`src/rtl/apb_master_queued.sv`:
```
// rtl/apb_master_queued.sv - queued APB3/APB4 master bridge with region decode and PREADY timeout
module apb_master_queued #(
  parameter int ADDR_WIDTH  = 32,
  parameter int DATA_WIDTH  = 32,
  parameter int NO_SLAVES   = 4,
  parameter int FIFO_DEPTH  = 4,
  parameter int TIMEOUT     = 16,
  parameter int PROTOCOL_V4 = 1
) (
  input  logic                            PCLK,
  input  logic                            PRESETn,
  input  logic                            Transfer,
  output logic                            PSI_READY,
  input  logic [ADDR_WIDTH-1:0]           PSI_ADDR,
  input  logic                            PSI_WRITE,
  input  logic [DATA_WIDTH-1:0]           PSI_WDATA,
  input  logic [DATA_WIDTH/8-1:0]         PSI_STRB,
  input  logic [2:0]                      PSI_PROT,
  output logic                            PSO_VALID,
  output logic [DATA_WIDTH-1:0]           PSO_RDATA,
  output logic                            PSO_SLVERR,
  output logic                            PSO_TIMEOUT,
  output logic [ADDR_WIDTH-1:0]           PADDR,
  output logic [DATA_WIDTH-1:0]           PWDATA,
  output logic                            PWRITE,
  output logic                            PENABLE,
  output logic [NO_SLAVES-1:0]            PSELx,
  output logic [DATA_WIDTH/8-1:0]         PSTRB,
  output logic [2:0]                      PPROT,
  input  logic [NO_SLAVES*DATA_WIDTH-1:0] PRDATA,
  input  logic [NO_SLAVES-1:0]            PREADY,
  input  logic [NO_SLAVES-1:0]            PSLVERR
);

  localparam int STRB_W   = DATA_WIDTH / 8;
  localparam int SEL_BITS = (NO_SLAVES > 1) ? $clog2(NO_SLAVES) : 1;
  localparam int PTR_W    = $clog2(FIFO_DEPTH);
  localparam int CNT_W    = PTR_W + 1;
  localparam int ENTRY_W  = ADDR_WIDTH + 1 + DATA_WIDTH + STRB_W + 3;
  localparam int WAIT_W   = $clog2(TIMEOUT + 1);
  localparam logic [CNT_W-1:0]  FIFO_FULL = CNT_W'(FIFO_DEPTH);
  localparam logic [WAIT_W-1:0] WAIT_LAST = WAIT_W'(TIMEOUT - 1);

  typedef enum logic [1:0] {S_IDLE, S_SETUP, S_ACCESS, S_DERR} state_t;

  logic [ENTRY_W-1:0]    r_mem [FIFO_DEPTH];
  logic [PTR_W-1:0]      r_wr_ptr, r_rd_ptr;
  logic [CNT_W-1:0]      r_count;

  state_t                r_state;
  logic [WAIT_W-1:0]     r_wait;
  logic [ADDR_WIDTH-1:0] r_paddr;
  logic [DATA_WIDTH-1:0] r_pwdata;
  logic                  r_pwrite;
  logic                  r_penable;
  logic [NO_SLAVES-1:0]  r_psel;
  logic [STRB_W-1:0]     r_pstrb;
  logic [2:0]            r_pprot;
  logic                  r_pso_valid;
  logic [DATA_WIDTH-1:0] r_pso_rdata;
  logic                  r_pso_slverr;
  logic                  r_pso_timeout;

  logic                  w_push, w_pop, w_done, w_tmo_hit, w_derr;
  logic [ENTRY_W-1:0]    w_head;
  logic [ADDR_WIDTH-1:0] w_h_addr;
  logic                  w_h_write;
  logic [DATA_WIDTH-1:0] w_h_wdata;
  logic [STRB_W-1:0]     w_h_strb;
  logic [2:0]            w_h_prot;
  logic [SEL_BITS-1:0]   w_idx;
  logic [NO_SLAVES-1:0]  w_sel_oh;
  logic                  w_pready, w_pslverr;
  logic [DATA_WIDTH-1:0] w_prdata;

  assign PSI_READY = (r_count != FIFO_FULL);
  assign w_push    = Transfer && PSI_READY;

  always_ff @(posedge PCLK) begin
    if (w_push) r_mem[r_wr_ptr] <= {PSI_ADDR, PSI_WRITE, PSI_WDATA, PSI_STRB, PSI_PROT};
  end

  always_ff @(posedge PCLK or negedge PRESETn) begin
    if (!PRESETn) begin
      r_wr_ptr <= '0;
      r_rd_ptr <= '0;
      r_count  <= '0;
    end else begin
      if (w_push) r_wr_ptr <= r_wr_ptr + PTR_W'(1);
      if (w_pop)  r_rd_ptr <= r_rd_ptr + PTR_W'(1);
      r_count <= r_count + CNT_W'(w_push) - CNT_W'(w_pop);
    end
  end

  assign w_head = r_mem[r_rd_ptr];
  assign {w_h_addr, w_h_write, w_h_wdata, w_h_strb, w_h_prot} = w_head;
  assign w_idx  = w_h_addr[ADDR_WIDTH-1 -: SEL_BITS];
  assign w_derr = (32'(w_idx) >= NO_SLAVES);

  always_comb begin
    w_sel_oh = '0;
    for (int i = 0; i < NO_SLAVES; i++) w_sel_oh[i] = (32'(w_idx) == i);
  end

  // Only the currently selected completer is allowed to influence the response
  always_comb begin
    w_pready  = 1'b0;
    w_pslverr = 1'b0;
    w_prdata  = '0;
    for (int i = 0; i < NO_SLAVES; i++) begin
      if (r_psel[i]) begin
        w_pready  = PREADY[i];
        w_pslverr = PSLVERR[i];
        w_prdata  = PRDATA[i*DATA_WIDTH +: DATA_WIDTH];
      end
    end
  end

  assign w_tmo_hit = (r_wait == WAIT_LAST);
  assign w_done    = (r_state == S_ACCESS) && (w_pready || w_tmo_hit);
  assign w_pop     = (r_count != '0) && ((r_state == S_IDLE) || w_done);

  always_ff @(posedge PCLK or negedge PRESETn) begin
    if (!PRESETn) begin
      r_state       <= S_IDLE;
      r_wait        <= '0;
      r_paddr       <= '0;
      r_pwdata      <= '0;
      r_pwrite      <= 1'b0;
      r_penable     <= 1'b0;
      r_psel        <= '0;
      r_pstrb       <= '0;
      r_pprot       <= '0;
      r_pso_valid   <= 1'b0;
      r_pso_rdata   <= '0;
      r_pso_slverr  <= 1'b0;
      r_pso_timeout <= 1'b0;
    end else begin
      r_pso_valid <= 1'b0;
      unique case (r_state)
        S_IDLE: ;
        S_SETUP: begin
          r_penable <= 1'b1;
          r_state   <= S_ACCESS;
        end
        S_ACCESS: begin
          if (w_done) begin
            r_pso_valid   <= 1'b1;
            r_pso_slverr  <= w_pready ? w_pslverr : 1'b1;
            r_pso_timeout <= !w_pready;
            r_pso_rdata   <= (w_pready && !r_pwrite && !w_pslverr) ? w_prdata : '0;
            r_psel        <= '0;
            r_penable     <= 1'b0;
            r_state       <= S_IDLE;
          end else begin
            r_wait <= r_wait + WAIT_W'(1);
          end
        end
        S_DERR: begin
          r_pso_valid   <= 1'b1;
          r_pso_slverr  <= 1'b1;
          r_pso_timeout <= 1'b0;
          r_pso_rdata   <= '0;
          r_state       <= S_IDLE;
        end
        default: r_state <= S_IDLE;
      endcase
      // A pop overrides the return to IDLE so queued work chains with no gap
      if (w_pop) begin
        r_paddr   <= w_h_addr;
        r_pwrite  <= w_h_write;
        r_pwdata  <= w_h_wdata;
        r_pstrb   <= w_h_write ? w_h_strb : '0;
        r_pprot   <= w_h_prot;
        r_psel    <= w_derr ? '0 : w_sel_oh;
        r_penable <= 1'b0;
        r_wait    <= '0;
        r_state   <= w_derr ? S_DERR : S_SETUP;
      end
    end
  end

  assign PADDR       = r_paddr;
  assign PWDATA      = r_pwdata;
  assign PWRITE      = r_pwrite;
  assign PENABLE     = r_penable;
  assign PSELx       = r_psel;
  assign PSTRB       = (PROTOCOL_V4 != 0) ? r_pstrb : '0;
  assign PPROT       = (PROTOCOL_V4 != 0) ? r_pprot : '0;
  assign PSO_VALID   = r_pso_valid;
  assign PSO_RDATA   = r_pso_rdata;
  assign PSO_SLVERR  = r_pso_slverr;
  assign PSO_TIMEOUT = r_pso_timeout;

endmodule

```
`config.mk`:
```
export PLATFORM = sky130hd
export DESIGN_NAME = apb_master_queued
export DESIGN_NICKNAME = d
export VERILOG_FILES = /design/src/rtl/apb_master_queued.sv
export SDC_FILE = /design/constraint.sdc
export NUM_CORES = 1
export LEC_CHECK = 0
export CORE_ASPECT_RATIO = 0.6
export CORE_UTILIZATION = 30
export CTS_BUF_LIST = sky130_fd_sc_hd__clkbuf_2 sky130_fd_sc_hd__clkbuf_4 sky130_fd_sc_hd__clkbuf_8
export CTS_CLUSTER_DIAMETER = 150
export DETAILED_ROUTE_END_ITERATION = 7
export GPL_TIMING_DRIVEN = 0
export PLACE_DENSITY = 0.52
export SYNTH_ARGS = -nofsm -noshare
export SYNTH_HDL_FRONTEND = slang
export SYNTH_SLANG_ARGS = --single-unit
```
`constraint.sdc`:
```
create_clock -name PCLK -period 6.2 [get_ports PCLK]
set_input_delay 1.24 -clock PCLK [delete_from_list [all_inputs] [get_ports PCLK]]
set_output_delay 1.24 -clock PCLK [all_outputs]
set_load 0.005 [all_outputs]
```
-- Yosys cells after proc, flatten, opt, wreduce, memory -nomap -nowiden
Memories as Yosys holds them, arrays and structs flattened.
Index checks and enable logic that the tools add are counted.
- bits in registers: 126
- RAM bits: 288
- output and inout bits: 113
- logic and storage cells: 93
- memories kept: 1
- add/subtract/negate cells: 5
- eq/ne operators: 11
- mux-type cells: 37
- reduce and logical (&&, ||, !) cells: 23
- memory list (memory ; words ; width ; rd ports ; clocked after Yosys merged registers in ; write ports ; line ; text):
    r_mem ; 4 ; 72 ; 1 ; 0 ; 1 ; 46 ; logic [ENTRY_W-1:0] r_mem [FIFO_DEPTH];
- operator list (operator ; count):
    2-to-1 mux 32 bit ; 6
    one-hot mux 32 bit (2 select lines) ; 1
    2-to-1 mux 1 bit ; 16
    2-to-1 mux 4 bit ; 4
    2-to-1 mux 5 bit ; 3
    AND reduction 2 bit ; 5
    equality test 2 bit (second input constant) ; 4
    one-hot mux 1 bit (2 select lines) ; 4
    inequality test 3 bit (second input constant) ; 2
    one-hot mux 2 bit (3 select lines) ; 1
    nonzero test 2 bit ; 3
    nonzero test 3 bit ; 2
    adder 5 x 1 -> 5 bit (second input constant) ; 1
    equality test 5 x 4 -> 1 bit (second input constant) ; 1
    logical AND 1 bit ; 5
    adder 2 x 1 -> 2 bit (second input constant) ; 2
    equality test 2 x 1 -> 1 bit (second input constant) ; 2
    logical NOT 2 bit ; 2
    2-to-1 mux 2 bit ; 2
    inequality test 2 bit (second input constant) ; 2
    nonzero test 4 bit ; 1
    adder 3 x 1 -> 3 bit ; 1
    logical NOT 1 bit ; 3
    subtractor 3 x 1 -> 3 bit ; 1
    logical OR 1 bit ; 2

-- Logic depth before layout (Yosys ltp)
Gate-level depths: netlist of run 1.
- depth in word-level cells: 10
- mapped depth: 15

-- Worst setup path before layout of run 1
No wires, ideal clock.
- kind: input to register
- start point: input PREADY[2]
- end point: register r_count[2]
- setup time: 0.125 ns
- data arrival time: 3.391 ns
- data required time: 6.075 ns
- setup slack: 2.684 ns
- stages on the path: 12
- path buffers: 2
- path through: a211o_1 > o32ai_4 > a21oi_2 > buf_4 > buf_6 > ha_1 > inv_1 > ha_1 > inv_1 > fa_1 > xnor2_1 > xnor2_1
- word-level cells in the longest chain between the ends: 7
- ends and longest elaborated chain (what ; line ; text):
    start: declaration ; 31 ; input logic [NO_SLAVES-1:0] PREADY,
    2-to-1 mux 1 bit (2 in a row) ; 111 ; if (r_psel[i]) begin
    logical OR 1 bit ; 120 ; assign w_done = (r_state == S_ACCESS) && (w_pready || w_tmo_hit);
    logical AND 1 bit ; 120 ;
    logical OR 1 bit ; 121 ; assign w_pop = (r_count != '0) && ((r_state == S_IDLE) || w_done);
    logical AND 1 bit ; 121 ;
    named net w_pop ; 64 ; logic w_push, w_pop, w_done, w_tmo_hit, w_derr;
    subtractor 3 x 1 -> 3 bit ; 91 ; r_count <= r_count + CNT_W'(w_push) - CNT_W'(w_pop);
    end signal: assignment ; 91 ;
    end: declaration ; 48 ; logic [CNT_W-1:0] r_count;
The timed path passes the listed nets, and every way through them passes these cells.
A chain may end at the register's enable or synchronous reset.

-- Final worst setup path of run 1
- start point: input PREADY[0]
- end point: register r_count[2]
- word-level cells in the longest chain between the ends: 9
- ends and longest elaborated chain (what ; line):
    2-to-1 mux 1 bit (4 in a row) ; 111
    logical OR 1 bit ; 120
    logical AND 1 bit ; 120
    logical OR 1 bit ; 121
    logical AND 1 bit ; 121
    named net w_pop ; 64
    subtractor 3 x 1 -> 3 bit ; 91
The timed path passes the listed nets, and every way through them passes these cells.

==> results.md, run 1 <==
- Post-synthesis net count: 1121
- Fin nets: 1517
- Data arrival, critical path: 4.35 ns
- Final Cell Area: 0.02213 sq mm
- Register area share after synthesis: 71.41%
- Hold violation total from the final report: 0
- Pwr dens: 467.8 mW/mm^2
- Place WS: 1.627 ns
- Outcome: finished, final reports clean
- Measured slew at the worst slew-check pin: 1.192 ns
- Vias in the first global route: 10182
- CTS buffer count: 66
- Die H: 183.8 um
- Die Width: 305 um
- Top FF cell, synth: edfxtp_1
- Rel. slew slack: 20.55%
- Final Cycle Share: 62.33%
- Final RePlAce weighted congestion: 0.8054
- CTS tree: done
- Largest net degree at the start of global routing: 83
- DP Cell Count: 1943
- Async SR Flop Fraction: 30.43%
- Fraction of layout cells with a size suffix above 1: 21.25%
- Post-Place Cell Area: 0.02081 sq mm
- Critical Path RT: 6.69 ns
- Global route overflow: 0
- DR vias/cell: 4.764
- # Post-CTS Setup Buffers: 0
- Die footprint: 0.05606 sq mm
- Routed length per instance: 21.30 um
- Via count: 9813
- Gate Count Post-Synth: 901
- H-Tree Depth: 3
- Initial antenna violation count: 1
- First-pass GRT wire length: 64.74 mm
- Non-Filler Instances: 2060
- Crit-path max FO: 10
- P_leak: 7.868 nW
- Max cap viols: 0
- Fmax: 0.2588 GHz
- Ant diodes: 0
- Hold Crit Class: register to register
- Buffers on Ports: 323
- Worst-path clk slew: 0.06 ns
- Drc violations: 0
- Root Driver: clkbuf_8
- Cell variety after synth: 50
- Worst skew pair latency: 0.61 ns
- Post-route setup slack: 2.336 ns
- EDFF count, synth: 288
- Synthesized area per cell: 18.34 sq um
- Worst IR Drop VDD: 0.1952 mV
- WL final: 43.88 mm
- RSZ-0062 raised after global routing: false
- DPL Wire Length: 29.41 mm
- ANT nets after route: 0
- Register bit total from synthesis: 414
- Pre-antenna DRT Iters: 5
- Crit Path Class: input pin to register
- Total GRT Usage: 15.49%
- Post-Route Setup TNS: 0 ns
- Count of pins over their slew limit: 0
- Final min period: 3.864 ns
- Area Overhead vs Synth: 33.90%
- Initial Utilization: 30.46%
- Core area: 0.05425 sq mm
- Post-cts sizing count: 0
- Final count of negative-setup-slack endpoints: 0
- Io pins: 324
- Synthesis warning total: 0
- Clock Path Buffers: 3
- Critical path startpoint category: input pin
- Clock Skew: 0.02763 ns
- Power Total: 10.35 mW
- Post-CTS Hold Buffers: 0
- CP Capture Type: register
- Standard-cell rows: 66
- Clock sink count: 414
- DRT iter0 DRCs: 541
- Synthesized area: 0.01653 sq mm
==> cell type report <==
| type | instances | area, sq um |
|---|---|---|
| buffer | 66 | 294.0 |
| clock buffer | 95 | 1182 |
| clock inverter | 22 | 135.1 |
| fill | 4948 | 32130 |
| inverter | 37 | 138.9 |
| multi-input combinational | 384 | 4312 |
| sequential | 414 | 11800 |
| tap | 714 | 893.4 |
| timing repair buffer | 328 | 3372 |
==> sequential cells by signal, indices dropped and copies added, names as in the netlist <==
name         cells
PPROT            3
PSO_SLVERR       1
PADDR           32
r_rd_ptr         2
r_wait           5
PSTRB            4
PSELx            4
r_count          3
PWRITE           1
PSO_TIMEOUT      1
r_wr_ptr         2
PSO_VALID        1
PWDATA          32
r_mem          288
PSO_RDATA       32
PENABLE          1
r_state          2
==> final timing paths <==
| path | start | end | slack, ns | depth (start not counted) |
|---|---|---|---|---|
| setup / recovery | PREADY[0] | r_count[2] | 2.34 | 13 |
| hold / removal | PADDR[24] | PADDR[24] | 0.48 | 1 |
| setup reg to reg | r_wait[0] | r_count[2] | 2.44 | 15 |
| hold reg to reg | PADDR[24] | PADDR[24] | 0.48 | 1 |
| max in group asynchronous | PRESETn | r_wr_ptr[0] | 4.73 | 2 |
| min in group asynchronous | PRESETn | PADDR[22] | 0.59 | 1 |
==> stage by stage <==
stage	hold WS (ns)	util (%)
2_1_floorplan	0.4739	-
3_5_place_dp	0.4759	38.36
5_1_grt	0.5056	40.79
6_report	0.4826	40.79
3_3_place_gp	0.4680	38.07
4_1_cts	0.4900	40.79
==> report_power, final <==
part	switching, mW	leakage (nW)	internal, mW	total, mW
logic	1.96	2.97	2.01	3.98
clock network	1.08	0.694	1.27	2.35
registers	0.272	4.21	3.75	4.02
==> cell usage in the layout (no fill, tap or decap), types with 9 or more instances in the layout <==
cell               n
mux2_1            11
inv_1             37
nand2_1           13
o211ai_1          34
buf_2             22
clkbuf_1          39
a221o_1           30
clkbuf_8          75
dfrtp_1          126
mux4_2            72
edfxtp_1         288
a22oi_1           22
clkdlybuf4s50_1  322
mux2i_1           11
clkbuf_4          20
a21oi_1           23
mux2_2            59
o31ai_1           32
clkinv_2           9
==> layer usage <==
metal  wire length [um]  vias to the layer above  GRT usage, %
li1                   -                     4441             -
met5                 11                        -             0
met3               1906                       70         3.643
met2              19860                      232         23.25
met4                782                        2         3.960
met1              21310                     5068         22.47
==> cells by family after synthesis <==
logic type,count (synthesis),synth area share [%]
compound gates,174,8.215
xor+xnor,5,0.2650
simple gates,43,1.514
flops,414,71.41
buf+inv,103,2.620
mux,153,15.25
fa+ha+maj,9,0.7269
==> synthesized netlist by cell type, types with 3 or more instances <==
cell	n	area share, %
xnor2_1	4	0.21
mux2_1	11	0.75
mux2i_1	11	0.67
o22ai_1	3	0.11
o31ai_1	32	1.5
o211ai_1	34	1.5
nand2b_1	6	0.23
mux4_2	72	9.8
mux2_2	59	4.0
and3_1	5	0.19
a21oi_1	23	0.70
edfxtp_1	288	52
o21ai_0	4	0.12
a211o_1	4	0.21
a221oi_1	3	0.16
dfrtp_1	126	19
or2_2	6	0.23
a221o_1	30	1.8
o221ai_1	8	0.42
inv_1	37	0.84
clkbuf_1	39	0.89
buf_2	22	0.67
ha_1	8	0.61
a22oi_1	22	1.0
nand2_1	13	0.30
==> critical path, cell delays in order <==
cell             delay, ns
clkdlybuf4s50_1       0.46
and4bb_1              0.25
o32ai_4               0.14
a21oi_2               0.51
buf_4                 0.34
buf_6                 0.23
ha_1                  0.25
inv_1                 0.05
ha_1                  0.13
inv_1                 0.05
fa_1                  0.40
xnor2_1               0.15
xnor2_1               0.12
No activity file was read; power rests on OpenSTA's default activity.
==> inputs of run 2 (changes only) <==
==> constraint.sdc (replaced) <==
create_clock -name PCLK -period 3.7 [get_ports PCLK]
set_input_delay 0.74 -clock PCLK [delete_from_list [all_inputs] [get_ports PCLK]]
set_output_delay 0.74 -clock PCLK [all_outputs]
set_load 0.005 [all_outputs]
==> run 2 against run 1 <==
Routed wire length about the same. Non-clock buffer count increased by 2. Final cell count increased by 0.15%. Sequential power increased by 68%. Clock skew increased by 0.0012 ns. First-iteration DRC count increased by 3.0%. Largest power group unchanged. Highest routed layer unchanged.
==> results.md, run 2 (same netlist as run 1, synthesis figures left out) <==
- Outcome: finished, final reports clean
- Pwr dens: 785.1 mW/mm^2 (+68%)
- Final Cell Area: 0.02216 sq mm (+0.13%)
- Final Cycle Share: 94.70%
- Cell Chain, Critical Path: nor3_1, or2_2, clkbuf_1, a21oi_4, buf_6, buf_6, ha_1, inv_1, ha_1, inv_1, fa_1, xnor2_1, xnor2_1
- Die footprint: 0.05606 sq mm (unchanged)
- Global route overflow: 0 (unchanged)
- Hold violation total from the final report: 0 (unchanged)
- Die Width: 305 um (unchanged)
- Worst IR Drop VDD: 0.3274 mV (+68%)
- WL final: 43.84 mm (about the same)
- Final min period: 3.504 ns
- Drc violations: 0 (unchanged)
- Most flops, register: r_mem
- Most common cell after layout, fill and taps aside: clkdlybuf4s50_1
- Measured slew at the worst slew-check pin: 1.218 ns (+0.02620 ns)
- Count of pins over their slew limit: 0 (unchanged)
- Fmax: 0.2854 GHz
- Post-Route Setup TNS: 0 ns (unchanged)
- Fin nets: 1519 (+0.13%)
- Root Driver: clkbuf_8
- Data arrival, critical path: 3.99 ns (-0.36 ns)
- First-pass GRT wire length: 64.76 mm (about the same)
- Post-CTS Hold Buffers: 0 (unchanged)
- Clock Skew: 0.02881 ns (+0.001179 ns)
- RSZ-0062 raised after global routing: false
- Slowest cell on crit path: nor3_1
- Power Total: 17.39 mW (+68%)
- DR vias/cell: 4.770 (+0.14%)
- Routed length per instance: 21.25 um (-0.22%)
- Worst skew pair latency: 0.61 ns (about the same)
- Post-Place Cell Area: 0.02081 sq mm (unchanged)
- P_leak: 7.880 nW (+0.15%)
- H-Tree Depth: 3 (unchanged)
- Most used routing layer: met2
- Crit-path max FO: 10 (unchanged)
- CTS buffer count: 66 (unchanged)
- Standard-cell rows: 66 (unchanged)
- GR Util met3: 3.643% (unchanged)
- Initial antenna violation count: 1 (unchanged)
- Grt met2 use: 23.24% (about the same)
- DPL Wire Length: 29.41 mm (unchanged)
- Clock sink count: 414 (unchanged)
- Final RePlAce weighted congestion: 0.8054 (unchanged)
- Pre-antenna DRT Iters: 5 (unchanged)
- Largest net degree at the start of global routing: 83 (unchanged)
- Rel. slew slack: 18.80% (-1.7 points)
- Vias in the first global route: 10187 (+0.049%)
- Buf+Inv Stages, Crit Path: 5 (unchanged)
- Hold Crit Class: input pin to asynchronous set/reset pin
- Initial Utilization: 30.46% (unchanged)
- Max cap viols: 0 (unchanged)
- DRT iter0 DRCs: 557 (+3.0%)
- Critical path startpoint category: register
- Fin Hold WS: 0.08010 ns (-0.4025 ns)
- Worst-path clk slew: 0.07 ns (about the same)
- Io pins: 324 (unchanged)
- Family with the most delay on the worst path: simple AND/OR/NAND/NOR gates
- Area Overhead vs Synth: 34.08%
- Fraction of layout cells with a size suffix above 1: 21.36% (+0.12 points)
- Die H: 183.8 um (unchanged)
- # fillers: 4945 (-0.061%)
- Core area: 0.05425 sq mm (unchanged)
- Total GRT Usage: 15.50% (about the same)
- Largest register FFs: 288 (unchanged)
- Crit path largest cell delay: 0.70 ns (+0.19 ns)
- Grt met1 use: 22.50% (+0.038 points)
- Critical Path RT: 4.19 ns (-2.50 ns)
- CP Capture Type: register
- Commonest cells after routing, fill and taps aside: clkdlybuf4s50_1 (322), edfxtp_1 (288), dfrtp_1 (126)
- Buffers on Ports: 323 (unchanged)
- CTS tree: done
- Clock Path Buffers: 3 (unchanged)
- Via count: 9841 (+0.29%)
- ANT nets after route: 0 (unchanged)
- Final count of negative-setup-slack endpoints: 0 (unchanged)
- Crit Path Class: register to register
run 2: cell count changes in the layout (fill, tap and decap cells not counted), sizes merged:
cell and change:
buf +2, diode +1
run 2: worst register-to-register path, cell delays in order (launching register included):
cell	delay (ns)
dfrtp_1	0.45
nor3_1	0.70
or2_2	0.23
clkbuf_1	0.37
a21oi_4	0.09
buf_6	0.19
buf_6	0.18
ha_1	0.29
inv_1	0.05
ha_1	0.13
inv_1	0.05
fa_1	0.41
xnor2_1	0.15
xnor2_1	0.12
run 2: worst paths after layout:
| kind | from | to | slack [ns] | cells past startpoint |
|---|---|---|---|---|
| min reg2reg | PADDR[24] | PADDR[24] | 0.48 | 1 |
| min in group PCLK | PADDR[24] | PADDR[24] | 0.48 | 1 |
| max reg2reg | r_count[1] | r_count[2] | 0.20 | 13 |
| max | r_count[1] | r_count[2] | 0.20 | 13 |
| max in group asynchronous | PRESETn | PWDATA[17] | 2.76 | 2 |
| min | PRESETn | PADDR[22] | 0.08 | 1 |
run 2: routing by layer:
metal  wire length (um)  vias to the layer above
met3               1999                       68
met1              21180                     5085
met5                 11                        -
met4                778                        2
li1                   -                     4455
met2              19870                      231
run 2: cell type report:
class                      instances  area [sq um]  area share (%)
timing repair buffer             330          3387           15.29
sequential                       414         11800           53.26
buffer                            66         297.8           1.344
clock buffer                      95          1182           5.336
clock inverter                    22         135.1          0.6099
tap                              714         893.4           4.032
inverter                          37         138.9          0.6268
multi-input combinational        384          4319           19.49
antenna                            1         2.502         0.01129
run 2: per-stage QoR:
stage,instances,setup WS [ns],util (%)
finish,2063,0.1960,40.84
global route,2062,0.03508,40.84
CTS,2061,0.002855,40.81
detailed placement,1943,-0.3728,38.36
global placement,1938,-4.453,38.07
floorplan,901,0.4800,-
run 2: repair_timing:
item                       in CTS  in global routing
resized for setup               1                  1
setup buffers                   1                  1
pin swaps                       1                  2
setup endpoints to repair       1                  1
run 2: power by group:
group	switching, mW	internal (mW)	total (mW)	leakage, nW
sequential	0.458	6.28	6.74	4.21
combinational	3.31	3.41	6.72	2.98
clock	1.81	2.13	3.94	0.694
total	5.58	11.8	17.4	7.88
==> patch, RTL diff (flow settings as in run 2) <==
Make the reset (`PRESETn`) synchronous in 2 clocked blocks.
--- a/src/rtl/apb_master_queued.sv
+++ b/src/rtl/apb_master_queued.sv
@@ -81,5 +81,5 @@
   end
 
-  always_ff @(posedge PCLK or negedge PRESETn) begin
+  always_ff @(posedge PCLK) begin
     if (!PRESETn) begin
       r_wr_ptr <= '0;
@@ -121,5 +121,5 @@
   assign w_pop     = (r_count != '0) && ((r_state == S_IDLE) || w_done);
 
-  always_ff @(posedge PCLK or negedge PRESETn) begin
+  always_ff @(posedge PCLK) begin
     if (!PRESETn) begin
       r_state       <= S_IDLE;
Formal check against the unedited RTL: differs if PRESETn is asserted again (counterexample within 4 cycles, from zero or initial values and one cycle with PRESETn low); with PRESETn held inactive, the same outputs for 4 cycles.
==> patch against run 2 <==
Clock power increased by 4%. Wire length rose by 3.7%. Cell area decreased by 4.1%. Sequential cell count grew 2. Worst setup slack lost 0.027 ns. Area after synthesis shrank 5.3%. Power is 13% lower. First-iteration DRC count increased by 10%. Largest cell class unchanged.
==> patch: results (changes against run 2) <==
status:
  outcome: "complete, no violations"
yosys:
  yosys.cell_types.count: 45  # -10%
  synthTopCellsByArea: "edfxtp_1 (55%), dfxtp_1 (16%), mux4_2 (10%)"
  synthCells: 1009  # +12%
  synth-xor-area-share: 0.002798  # +0.0001483
  ys_top_cells_by_count: "edfxtp_1 (288), nand2_1 (150), dfxtp_1 (128), a21oi_1 (115), mux4_2 (72)"
  synth_fa_ha_area_frac: 0.007675  # +0.0004068
  synthMuxAreaShare: 0.1043  # -0.04823
  async_flop_share: 0  # -0.3043
  syn-num-nets: 1229  # +9.6%
  synth_compound_area_frac: 0.09250  # +0.01035
  ys_seq_area_frac: 0.7163  # +0.002229
placement:
  dpl.cell_count: 2029  # +4.4%
  pre_cts_ws_ns: -0.7458  # -0.3730 ns
  gp_congestion: 0.8249  # +2.4%
  dpl.hpwl_um: 30750  # +4.6%
  place_area_um2: 19870  # -4.5%
finish:
  nNetsFinal: 1624  # +6.9%
  drive_above_1_share: 0.1544  # -0.05922
  fillers: 4748  # -4.0%
  finalInstanceArea_um2: 21260  # -4.1%
setup_path:
  r2r_start: "r_wait[0]$_SDFFE_PP0P_"
  r2r_end: "r_count[2]$_SDFF_PN0_"
  critical_path.top_delay_family: "adder cells"
  r2r_slack_ns: 0.17  # -0.03 ns
  critical_path.max_stage_delay_ns: 0.41  # -0.29 ns
  cp_max_fo: 15  # +5
  cp.arrival_ns: 3.99  # about the same
  timing.reg2reg.worst_path_depth: 15  # +2
  crit_slowest_cell: "a211oi_1"
grt:
  grt_pass1_vias: 10150  # -0.33%
  grt_pass1_wl_um: 65480  # +1.1%
  grt_usage: 0.1671  # +0.01209
  grtUsageMet2: 0.2434  # +0.01094
  antenna_found_initial: 2  # +1
  use_met3: 0.04059  # +0.004165
  met1_usage: 0.2464  # +0.02138
  grt_max_degree: 50  # -40%
pwr:
  irDropWorstVdd_uv: 291.8  # -11%
  power_combinational_mw: 4.90  # -27%
  p_sw_mw: 4.844  # -13%
  total_power_mw: 15.10  # -13%
  pg_seq_mw: 6.11  # -9.3%
hold_path:
  hold_path_class: "reg2reg"
route:
  drt_iter0_drc: 613  # +10%
  routed_wl_um: 45450  # +3.7%
sta:
  holdWs_ns: 0.4527  # +0.3726 ns
-- patch: cell count changes after synthesis, sizes merged, moves of 13 or more --
cell	before	now
o31ai	32	0
nand2	13	150
mux2	70	0
o22ai	3	35
inv	37	12
a21oi	24	115
a221o	30	0
nor2	1	14
dfxtp	0	128
dfrtp	126	0
o211ai	34	2
a22o	1	32
-- patch: how the worst max path moves through the flow --
| stage | cells after the start | startpoint | endpoint | slack (ns) |
|---|---|---|---|---|
| after detailed placement | 14 | PREADY[2] | r_count[2]$_SDFF_PN0_ | -0.75 |
| final | 15 | r_wait[0]$_SDFFE_PP0P_ | r_count[2]$_SDFF_PN0_ | 0.17 |
| after CTS | 15 | r_wait[0]$_SDFFE_PP0P_ | r_count[2]$_SDFF_PN0_ | 0.19 |
| after global routing | 15 | r_wait[0]$_SDFFE_PP0P_ | r_count[2]$_SDFF_PN0_ | 0.001 |
| after global placement | 2 | Transfer | r_mem[0][19]$_DFFE_PP_ | -1.47 |
| after floorplan | 16 | r_wait[0]$_SDFFE_PP0P_ | r_count[2]$_SDFF_PN0_ | 0.44 |
-- patch: kinds of logic after synthesis --
kind of cell	after synthesis
AND/OR/NAND/NOR	195
buffers and inverters	79
XOR/XNOR	5
multiplexers	73
adder cells (fa/ha/maj)	9
flip-flops	416
AO/OA/AOI/OAI	232
-- patch: area by class of cell --
class                           count  area share
Antenna cell                        1   0.0001177
Timing Repair Buffer              328      0.1573
Clock inverter                     22    0.008005
Sequential cell                   416      0.5274
Tap cell                          693     0.04079
Clock buffer                       99     0.05645
Multi-Input combinational cell    514      0.1930
Inverter                           13    0.002296
Buffer                             65     0.01466
-- patch: per-layer routing --
metal / vias to the layer above / share of wire
met5: - / 0.00029
met4: 2 / 0.017
met3: 71 / 0.057
met2: 296 / 0.44
met1: 5130 / 0.48
li1: 4711 / -
